===== config.mk =====
export PLATFORM = sky130hd
export DESIGN_NAME = cache_line_refill
export DESIGN_NICKNAME = d
export VERILOG_FILES = /design/src/rtl/cache_line_refill.sv
export SDC_FILE = /design/constraint.sdc
export NUM_CORES = 1
export LEC_CHECK = 0
export ABC_AREA = 0
export CAP_MARGIN = 25
export CORE_MARGIN = 3
export CORE_UTILIZATION = 55
export DETAILED_ROUTE_END_ITERATION = 8
export PLACE_DENSITY = 0.82
export SLEW_MARGIN = 40
export SYNTH_ARGS = -nofsm -noshare
export SYNTH_HDL_FRONTEND = slang
export SYNTH_SLANG_ARGS = --single-unit

===== constraint.sdc =====
create_clock -name clk -period 4.7 [get_ports clk]
set_input_delay 0.47 -clock clk [delete_from_list [all_inputs] [get_ports clk]]
set_output_delay 0.47 -clock clk [all_outputs]
set_load 0.03 [all_outputs]

===== src/rtl/cache_line_refill.sv =====
// -----------------------------------------------------------------------------
// cache_line_refill
//   Read-miss handler that sits between the direct-mapped data cache and the
//   external burst memory.
//
//   On a read miss it issues one burst read command for the 16-byte line,
//   gathers the four returned words, and writes the whole line into the cache
//   with a single fill strobe. In that same cycle it returns the requested word.
//
//   Optional feature macro: CACHE_LINE_REFILL_TIMEOUT_EN
//     When defined, a watchdog aborts a refill that stalls in CMD or BURST for
//     TIMEOUT_CYCLES cycles. It also raises a sticky error flag.
//     When not defined, error is tied low and the FSM waits indefinitely.
//
// Ports
//   clk, rst_n       clock and asynchronous active-low reset
//   miss_valid       requester reports a read miss
//   miss_address     byte address of the missed read (sampled on accept)
//   miss_ready       idle, able to accept a miss
//   mem_cmd_valid    burst read command valid
//   mem_cmd_address  line-aligned burst address
//   mem_cmd_ready    memory accepted the command
//   mem_rdata        burst read word
//   mem_rdata_valid  one burst word valid this cycle
//   fill_enable      one-cycle strobe that writes the line into the cache
//   fill_address     line-aligned fill address ({tag, index, 4'h0})
//   fill_line        {word3, word2, word1, word0}
//   resp_data        requested word, selected by miss_address[3:2]
//   resp_valid       one-cycle pulse, coincident with fill_enable
//   error            sticky watchdog timeout flag
// -----------------------------------------------------------------------------
module cache_line_refill #(
  parameter int LINE_IX_BITWIDTH = 10,
  parameter int ADDR_BITWIDTH    = 32,
  parameter int TIMEOUT_CYCLES   = 255
) (
  input  logic                     clk,
  input  logic                     rst_n,
  input  logic                     miss_valid,
  input  logic [ADDR_BITWIDTH-1:0] miss_address,
  output logic                     miss_ready,
  output logic                     mem_cmd_valid,
  output logic [ADDR_BITWIDTH-1:0] mem_cmd_address,
  input  logic                     mem_cmd_ready,
  input  logic [31:0]              mem_rdata,
  input  logic                     mem_rdata_valid,
  output logic                     fill_enable,
  output logic [ADDR_BITWIDTH-1:0] fill_address,
  output logic [127:0]             fill_line,
  output logic [31:0]              resp_data,
  output logic                     resp_valid,
  output logic                     error
);

  localparam int TAG_LSB = LINE_IX_BITWIDTH + 4;

  typedef enum logic [1:0] {
    ST_IDLE  = 2'd0,
    ST_CMD   = 2'd1,
    ST_BURST = 2'd2,
    ST_FILL  = 2'd3
  } state_t;

  state_t                   state_r;
  state_t                   state_next_s;
  logic [1:0]               cnt_r;
  logic [1:0]               word_sel_r;
  logic [3:0][31:0]         words_r;
  logic [3:0][31:0]         line_next_s;
  logic                     accept_s;
  logic                     word_s;
  logic                     last_word_s;
  logic                     waiting_s;
  logic                     timeout_s;

  logic                     miss_ready_r;
  logic                     mem_cmd_valid_r;
  logic [ADDR_BITWIDTH-1:0] mem_cmd_address_r;
  logic                     fill_enable_r;
  logic [ADDR_BITWIDTH-1:0] fill_address_r;
  logic [127:0]             fill_line_r;
  logic [31:0]              resp_data_r;
  logic                     resp_valid_r;

  // The byte offset inside a word is irrelevant: a miss always returns a whole word.
  logic unused_byte_offset_s;
  assign unused_byte_offset_s = ^miss_address[1:0];

  // Handshake decode and line assembly: the incoming word is merged so that
  // the fill does not wait a cycle for words_r to update.
  always_comb begin
    accept_s    = (state_r == ST_IDLE) && miss_valid;
    word_s      = (state_r == ST_BURST) && mem_rdata_valid;
    last_word_s = word_s && (cnt_r == 2'd3);
    waiting_s   = ((state_r == ST_CMD) && !mem_cmd_ready) ||
                  ((state_r == ST_BURST) && !mem_rdata_valid);
    line_next_s = words_r;
    if (word_s) begin
      line_next_s[cnt_r] = mem_rdata;
    end else begin
      line_next_s = words_r;
    end
  end

  // Next-state logic of the refill FSM.
  always_comb begin
    state_next_s = state_r;
    case (state_r)
      ST_IDLE: begin
        if (miss_valid) begin
          state_next_s = ST_CMD;
        end else begin
          state_next_s = ST_IDLE;
        end
      end
      ST_CMD: begin
        if (mem_cmd_ready) begin
          state_next_s = ST_BURST;
        end else if (timeout_s) begin
          state_next_s = ST_IDLE;
        end else begin
          state_next_s = ST_CMD;
        end
      end
      ST_BURST: begin
        if (last_word_s) begin
          state_next_s = ST_FILL;
        end else if (timeout_s) begin
          state_next_s = ST_IDLE;
        end else begin
          state_next_s = ST_BURST;
        end
      end
      ST_FILL: begin
        state_next_s = ST_IDLE;
      end
      default: begin
        state_next_s = ST_IDLE;
      end
    endcase
  end

  // State register plus outputs registered from the next state, so every
  // strobe lines up with the state it belongs to.
  always_ff @(posedge clk or negedge rst_n) begin
    if (!rst_n) begin
      state_r         <= ST_IDLE;
      miss_ready_r    <= 1'b1;
      mem_cmd_valid_r <= 1'b0;
      fill_enable_r   <= 1'b0;
      resp_valid_r    <= 1'b0;
    end else begin
      state_r         <= state_next_s;
      miss_ready_r    <= (state_next_s == ST_IDLE);
      mem_cmd_valid_r <= (state_next_s == ST_CMD);
      fill_enable_r   <= (state_next_s == ST_FILL);
      resp_valid_r    <= (state_next_s == ST_FILL);
    end
  end

  // Datapath: address capture on accept, word collection in BURST, and the
  // fill/response registers, which hold their values until the next fill.
  always_ff @(posedge clk or negedge rst_n) begin
    if (!rst_n) begin
      mem_cmd_address_r <= {ADDR_BITWIDTH{1'b0}};
      word_sel_r        <= 2'd0;
      cnt_r             <= 2'd0;
      words_r           <= {128{1'b0}};
      fill_address_r    <= {ADDR_BITWIDTH{1'b0}};
      fill_line_r       <= 128'h0;
      resp_data_r       <= 32'h0;
    end else begin
      if (accept_s) begin
        mem_cmd_address_r <= {miss_address[ADDR_BITWIDTH-1:4], 4'h0};
        word_sel_r        <= miss_address[3:2];
        cnt_r             <= 2'd0;
      end
      if (word_s) begin
        words_r <= line_next_s;
        cnt_r   <= cnt_r + 2'd1;
      end
      if (last_word_s) begin
        fill_line_r    <= line_next_s;
        resp_data_r    <= line_next_s[word_sel_r];
        fill_address_r <= {mem_cmd_address_r[ADDR_BITWIDTH-1:TAG_LSB],
                           mem_cmd_address_r[TAG_LSB-1:4], 4'h0};
      end
    end
  end

`ifdef CACHE_LINE_REFILL_TIMEOUT_EN
  localparam int TMO_W = $clog2(TIMEOUT_CYCLES + 1);

  logic [TMO_W-1:0] tmo_r;
  logic             error_r;

  // Abort once the current stall reaches TIMEOUT_CYCLES. Progress on either
  // handshake restarts the count.
  assign timeout_s = waiting_s && (tmo_r == TMO_W'(TIMEOUT_CYCLES - 1));

  // Watchdog counter and sticky error flag.
  always_ff @(posedge clk or negedge rst_n) begin
    if (!rst_n) begin
      tmo_r   <= {TMO_W{1'b0}};
      error_r <= 1'b0;
    end else begin
      if (waiting_s && !timeout_s) begin
        tmo_r <= tmo_r + TMO_W'(1);
      end else begin
        tmo_r <= {TMO_W{1'b0}};
      end
      if (timeout_s) begin
        error_r <= 1'b1;
      end
    end
  end

  assign error = error_r;
`else
  logic unused_tmo_s;
  assign unused_tmo_s = waiting_s ^ (TIMEOUT_CYCLES != 32'sd0);
  assign timeout_s    = 1'b0;
  assign error        = 1'b0;
`endif

  assign miss_ready      = miss_ready_r;
  assign mem_cmd_valid   = mem_cmd_valid_r;
  assign mem_cmd_address = mem_cmd_address_r;
  assign fill_enable     = fill_enable_r;
  assign fill_address    = fill_address_r;
  assign fill_line       = fill_line_r;
  assign resp_data       = resp_data_r;
  assign resp_valid      = resp_valid_r;

endmodule

==> After elaboration in Yosys (flattened, before gate mapping) <==
Cells that the tools add are included.
Widths: inputs -> output; s select.
{ "word_totals": {"in_bits": 69, "output_inout_bits": 229, "reg_bits": 353} }
{ "op_classes": {"n_eq_ne": 6, "muxes": 12, "reduce_logical": 7, "add_sub_neg": 1, "magnitude_cmp": 3} }
{ "op_table": {"columns": ["op", "n"], "rows": [
  ["$bwmux 128", 1],
  ["$mux 128", 1],
  ["$bmux 32 s2", 1],
  ["$demux 32 s2", 1],
  ["$mux 32", 2],
  ["$eq 2x2->1 const B", 4],
  ["$pmux 2 s4", 1],
  ["$lt 2x3->1 const B", 2],
  ["$mux 2", 3],
  ["$eq 2x1->1 const B", 2],
  ["$logic_and 1x1->1", 4],
  ["$logic_not 2->1", 2],
  ["$add 2x1->2 const B", 1],
  ["$ge 2x1->1 const B", 1],
  ["$mux 1", 2],
  ["$reduce_bool 2->1", 1]
]} }

==> Logic depth before layout (Yosys ltp) <==
{ "depth": {"word_depth": 8, "depth_mapped": 9} }

==> Worst setup path before layout <==
Ideal clock, no wire load.
{ "synth_timing": {"path_kind": "register to register", "startpoint": "reg cnt_r[0]", "endpoint": "reg words_r[68] (netlist bit)", "setup_slack_ns": 2.876, "t_arrival_ns": 1.699, "stages_incl_launch_ff": 8, "n_path_buf": 3, "required_ns": 4.575, "setup_time_ns": 0.125, "cell_sequence": "dfrtp_1 inv_1 ha_1 buf_2 nand4b_1 buf_2 buf_2 mux2_2"} }
{ "synth_via": {"elab_chain_len": 6, "elab_cells_between_ends": 7} }
{ "synth_lines": {"columns": ["item", "line", "source"], "rows": [
  ["start, declared", "66", "logic [1:0] cnt_r;"],
  ["start signal, assigned", "180", "cnt_r <= cnt_r + 2'd1;"],
  ["$lt 2x3->1 (implied by the code) / $ge 2x1->1 (equally long branches)", "99", "line_next_s[cnt_r] = mem_rdata;"],
  ["$logic_and 1x1->1 (implied by the code)", "99", null],
  ["$mux 32 (implied by the code)", "99", null],
  ["$demux 32 s2 *", "99", null],
  ["$bwmux 128 *", "99", null],
  ["$mux 128 *", "98", "if (word_s) begin"],
  ["end signal, assigned", "168", "words_r <= {128{1'b0}};"],
  ["end signal, assigned", "179", "words_r <= line_next_s;"],
  ["end, declared", "68", "logic [3:0][31:0] words_r;"]
]} }
Every way passes the cells marked *; elsewhere a longest branch is shown, timed or not.
A chain may end at the register's enable or synchronous reset.

==> Worst setup path in the final report <==
{ "layout_timing": {"startpoint": "in mem_rdata_valid", "endpoint": "reg mem_cmd_valid_r (netlist: mem_cmd_valid)"} }
{ "layout_via": {"elab_chain_len": 5} }
{ "layout_lines": {"columns": ["item", "line", "source"], "rows": [
  ["start, declared", "46", "input logic mem_rdata_valid,"],
  ["$logic_and 1x1->1", "93", "word_s = (state_r == ST_BURST) && mem_rdata_valid;"],
  ["$logic_and 1x1->1", "94", "last_word_s = word_s && (cnt_r == 2'd3);"],
  ["$mux 1", "126", "if (last_word_s) begin"],
  ["$pmux 2 s4", "108", "case (state_r)"],
  ["via state_next_s[0]", "65", "state_t state_next_s;"],
  ["$eq 2x1->1", "155", "mem_cmd_valid_r <= (state_next_s == ST_CMD);"],
  ["end signal, assigned", "155", null],
  ["end, declared", "77", "logic mem_cmd_valid_r;"]
]} }
The timed path passes the listed nets, and every way through them passes these cells.

==> flow_metrics.tcl <==
set metrics [dict create \
    status "complete, no violations" \
    path_cells "clkdlybuf4s50_1, nand4b_4, clkinv_2, buf_4, buf_4, o22ai_1, nand2b_1, nor2b_1" \
    cap_violations 0 \
    post_drt_wl_per_cell_um 19.84 \
    layout.nets 1558 \
    post_cts_resized 0 \
    wl_um 36390 \
    power_density_nw_per_um2 651.2 \
    ys.flop_type "dfrtp_1" \
    reg2reg_depth 7 \
    drive_gt1_share_pct 13.25 \
    cts_sinks 321 \
    grt.total_usage_pct 26.35 \
    max_freq_mhz 366.3 \
    post_drt_via_cell_ratio 5.603 \
    coreArea_um2 24750 \
    antenna_found_initial 1 \
    ff2ff_setup_slack_ns 1.99 \
    synthCells 1232 \
    num_rows 57 \
    gp_congestion 0.7415 \
    fin_setup_tns_ns 0 \
    max_slew_margin_pct 49.53 \
    grt_pass1_wl_um 59430 \
    vias 10280 \
    clk_latency_ns 0.50 \
    hold_path_class "in -> async" \
    final.period_utilization_pct 58.09 \
    place_area_um2 17180 \
    finalCriticalPeriod_ns 2.730 \
    numPortBuffers 286 \
    worstSetupPathType "in -> reg" \
    cts_buffers 34 \
    syn_area_um2 14070 \
    regToRegStartpoint "state_r[1]$_DFF_PN0_" \
    peakVddDrop_mv 0.5161 \
    crit_path_frequent_cell "buf_4" \
    drtIter0Drc 703 \
    cp_slowest_stage_delay_ns 0.78 \
    root_buffer "clkbuf_16" \
    die_x_um 165.9 \
    ys_seq_elements 321 \
    grt_start_max_net_pins 154 \
    startpoint_type "input pin" \
    start_util_pct 56.85 \
    design_area_um2 18440 \
    place_inst 1770 \
    rsz0062_at_grt "no" \
    hpwlAfterDp_um 22730 \
    nFillCells 1671 \
    stdcell_count 1834 \
    p_leak_nw 8.567 \
    worst_setup_path_end_kind "flop" \
    critPathLaunch "mem_rdata_valid" \
    cp_slowest_cell "clkdlybuf4s50_1" \
    yosysUniqueCellTypes 40 \
    antenna_left 0 \
    drt_first_pass_iters 5 \
    worst-path-max-fanout 50 \
    async_flop_share_pct 100.0 \
    die-area_um2 27540 \
    hold_violations 0 \
    cts_buffer_depth 3 \
    die_y_um 165.9 \
    rr_endpoint "mem_cmd_valid$_DFF_PN0_" \
    cp.arrival_ns 3.16 \
    synth_warnings 0 \
    synth_edf_count 0 \
    ios 298 \
    final_max_slew_viol_count 0 \
    skew_ns 0.01211 \
    cts_max_level 2 \
    area_growth_pct 31.08 \
    tritoncts "done" \
    drc 0 \
    cts_setup_buffers 0 \
    ys_seq_area_share_pct 57.10 \
    first_global_vias 10970 \
    syn_avg_cell_area_um2 11.42 \
    globalRoute.totalOverflow 0 \
    cp.required_ns 5.13 \
    setup_viol 0 \
    cts.clk_slew.worst_paths_ns 0.06 \
    worst_pin_slew_ns 0.7570 \
]
[cell usage after synthesis (25+ instances only)]
library cell	n	area, um^2
a211oi_1	28	210.2
a221oi_1	28	245.2
buf_2	46	230.2
clkbuf_1	25	93.84
dfrtp_1	320	8008
mux2_2	85	957.2
mux2_4	28	420.4
mux2i_1	129	1291
nand2_1	289	1085
nor2_1	34	127.6
nor2b_1	29	181.4
o21ai_0	103	515.5
[power by group]
| group | switching [W] | internal, W | leakage [nW] |
|---|---|---|---|
| registers | 0.000682 | 0.00372 | 4.25 |
| clock network | 0.00106 | 0.00179 | 0.597 |
| logic | 0.00258 | 0.00218 | 3.71 |
| total | 0.00432 | 0.00769 | 8.57 |
[layout make-up]
class | count | area [um^2] | share of cell area, %
Sequential cell | 321 | 8038 | 43.58
Multi-Input combinational cell | 810 | 5529 | 29.98
Timing Repair Buffer | 308 | 3218 | 17.45
Clock buffer | 53 | 1076 | 5.834
Tap cell | 324 | 405.4 | 2.198
Clock inverter | 7 | 135.1 | 0.7327
Inverter | 10 | 38.79 | 0.2103
Antenna cell | 1 | 2.502 | 0.01357
[per-layer routing]
| layer | track usage (%) | up-vias | share of wire (%) |
|---|---|---|---|
| met5 | 0 | - | 0 |
| met3 | 7.141 | 53 | 6.9 |
| met2 | 44.39 | 313 | 49 |
| li1 | - | 4733 | - |
| met4 | 7.306 | 0 | 2.1 |
| met1 | 33.94 | 5176 | 42 |
[metrics by stage]
stage / hold WS, ns / setup slack, ns / utilization, % / total power, W
floorplan: 0.1744 / 2.876 / - / 0.007324
global placement: 0.4573 / 1.540 / 68.69 / 0.008966
detailed placement: 0.3777 / 1.487 / 69.44 / 0.009166
CTS: 0.4623 / 1.889 / 74.37 / 0.01207
global route: 0.4838 / 1.734 / 74.52 / 0.01261
finish: 0.4610 / 1.970 / 74.52 / 0.01201
[sequential cells by signal, indices dropped and copies added (netlist names)]
register,flops
word_sel_r,2
miss_ready,1
fill_line,128
cnt_r,2
resp_data,32
mem_cmd_valid,1
fill_address,28
resp_valid,1
state_r,2
words_r,96
mem_cmd_address,28
[cells by family after synthesis]
| logic type | share of synthesized area (%) |
|---|---|
| AOI/OAI and AO/OA | 7.941 |
| adders and majority gates | 0.3557 |
| buffers and inverters | 3.957 |
| DFF | 57.10 |
| muxes | 19.61 |
| other | 0.02665 |
| and+or+nand+nor | 11.01 |
[cell usage in the layout, fill, tap and decap left out, types with 4 or more instances in the layout]
master,instances
dfrtp_1,319
nand2_1,289
clkdlybuf4s50_1,285
mux2i_1,129
o21ai_0,103
mux2_2,85
clkbuf_16,37
nor2_1,34
nor2b_1,29
mux2_4,28
a221oi_1,28
a211oi_1,28
inv_1,9
conb_1,9
clkbuf_8,9
mux2_1,8
buf_4,8
clkbuf_1,7
buf_12,7
clkinv_2,4
bufinv_16,4
buf_16,4
[how the worst max path moves through the flow]
stage,end,slack [ns]
3_5_place_dp,mem_cmd_valid$_DFF_PN0_,1.49
2_1_floorplan,words_r[68]$_DFFE_PN0P_,2.88
5_1_grt,mem_cmd_valid$_DFF_PN0_,1.73
6_report,mem_cmd_valid$_DFF_PN0_,1.97
3_3_place_gp,resp_data[4]$_DFFE_PN0P_,1.54
4_1_cts,resp_data[4]$_DFFE_PN0P_,1.89
[critical path, delay by kind of cell]
| family | cells | cell delay (ns) |
|---|---|---|
| AOI/OAI and AO/OA | 1 | 0.19 |
| buffers and inverters | 4 | 2.00 |
| and+or+nand+nor | 3 | 0.46 |
[timing repair]
item                                    in CTS  in global routing
hold endpoints to repair                    31                  0
endpoints found under the setup margin       0                  0
hold buffers                                 1                  0
Power figures use the tool's default switching activity.
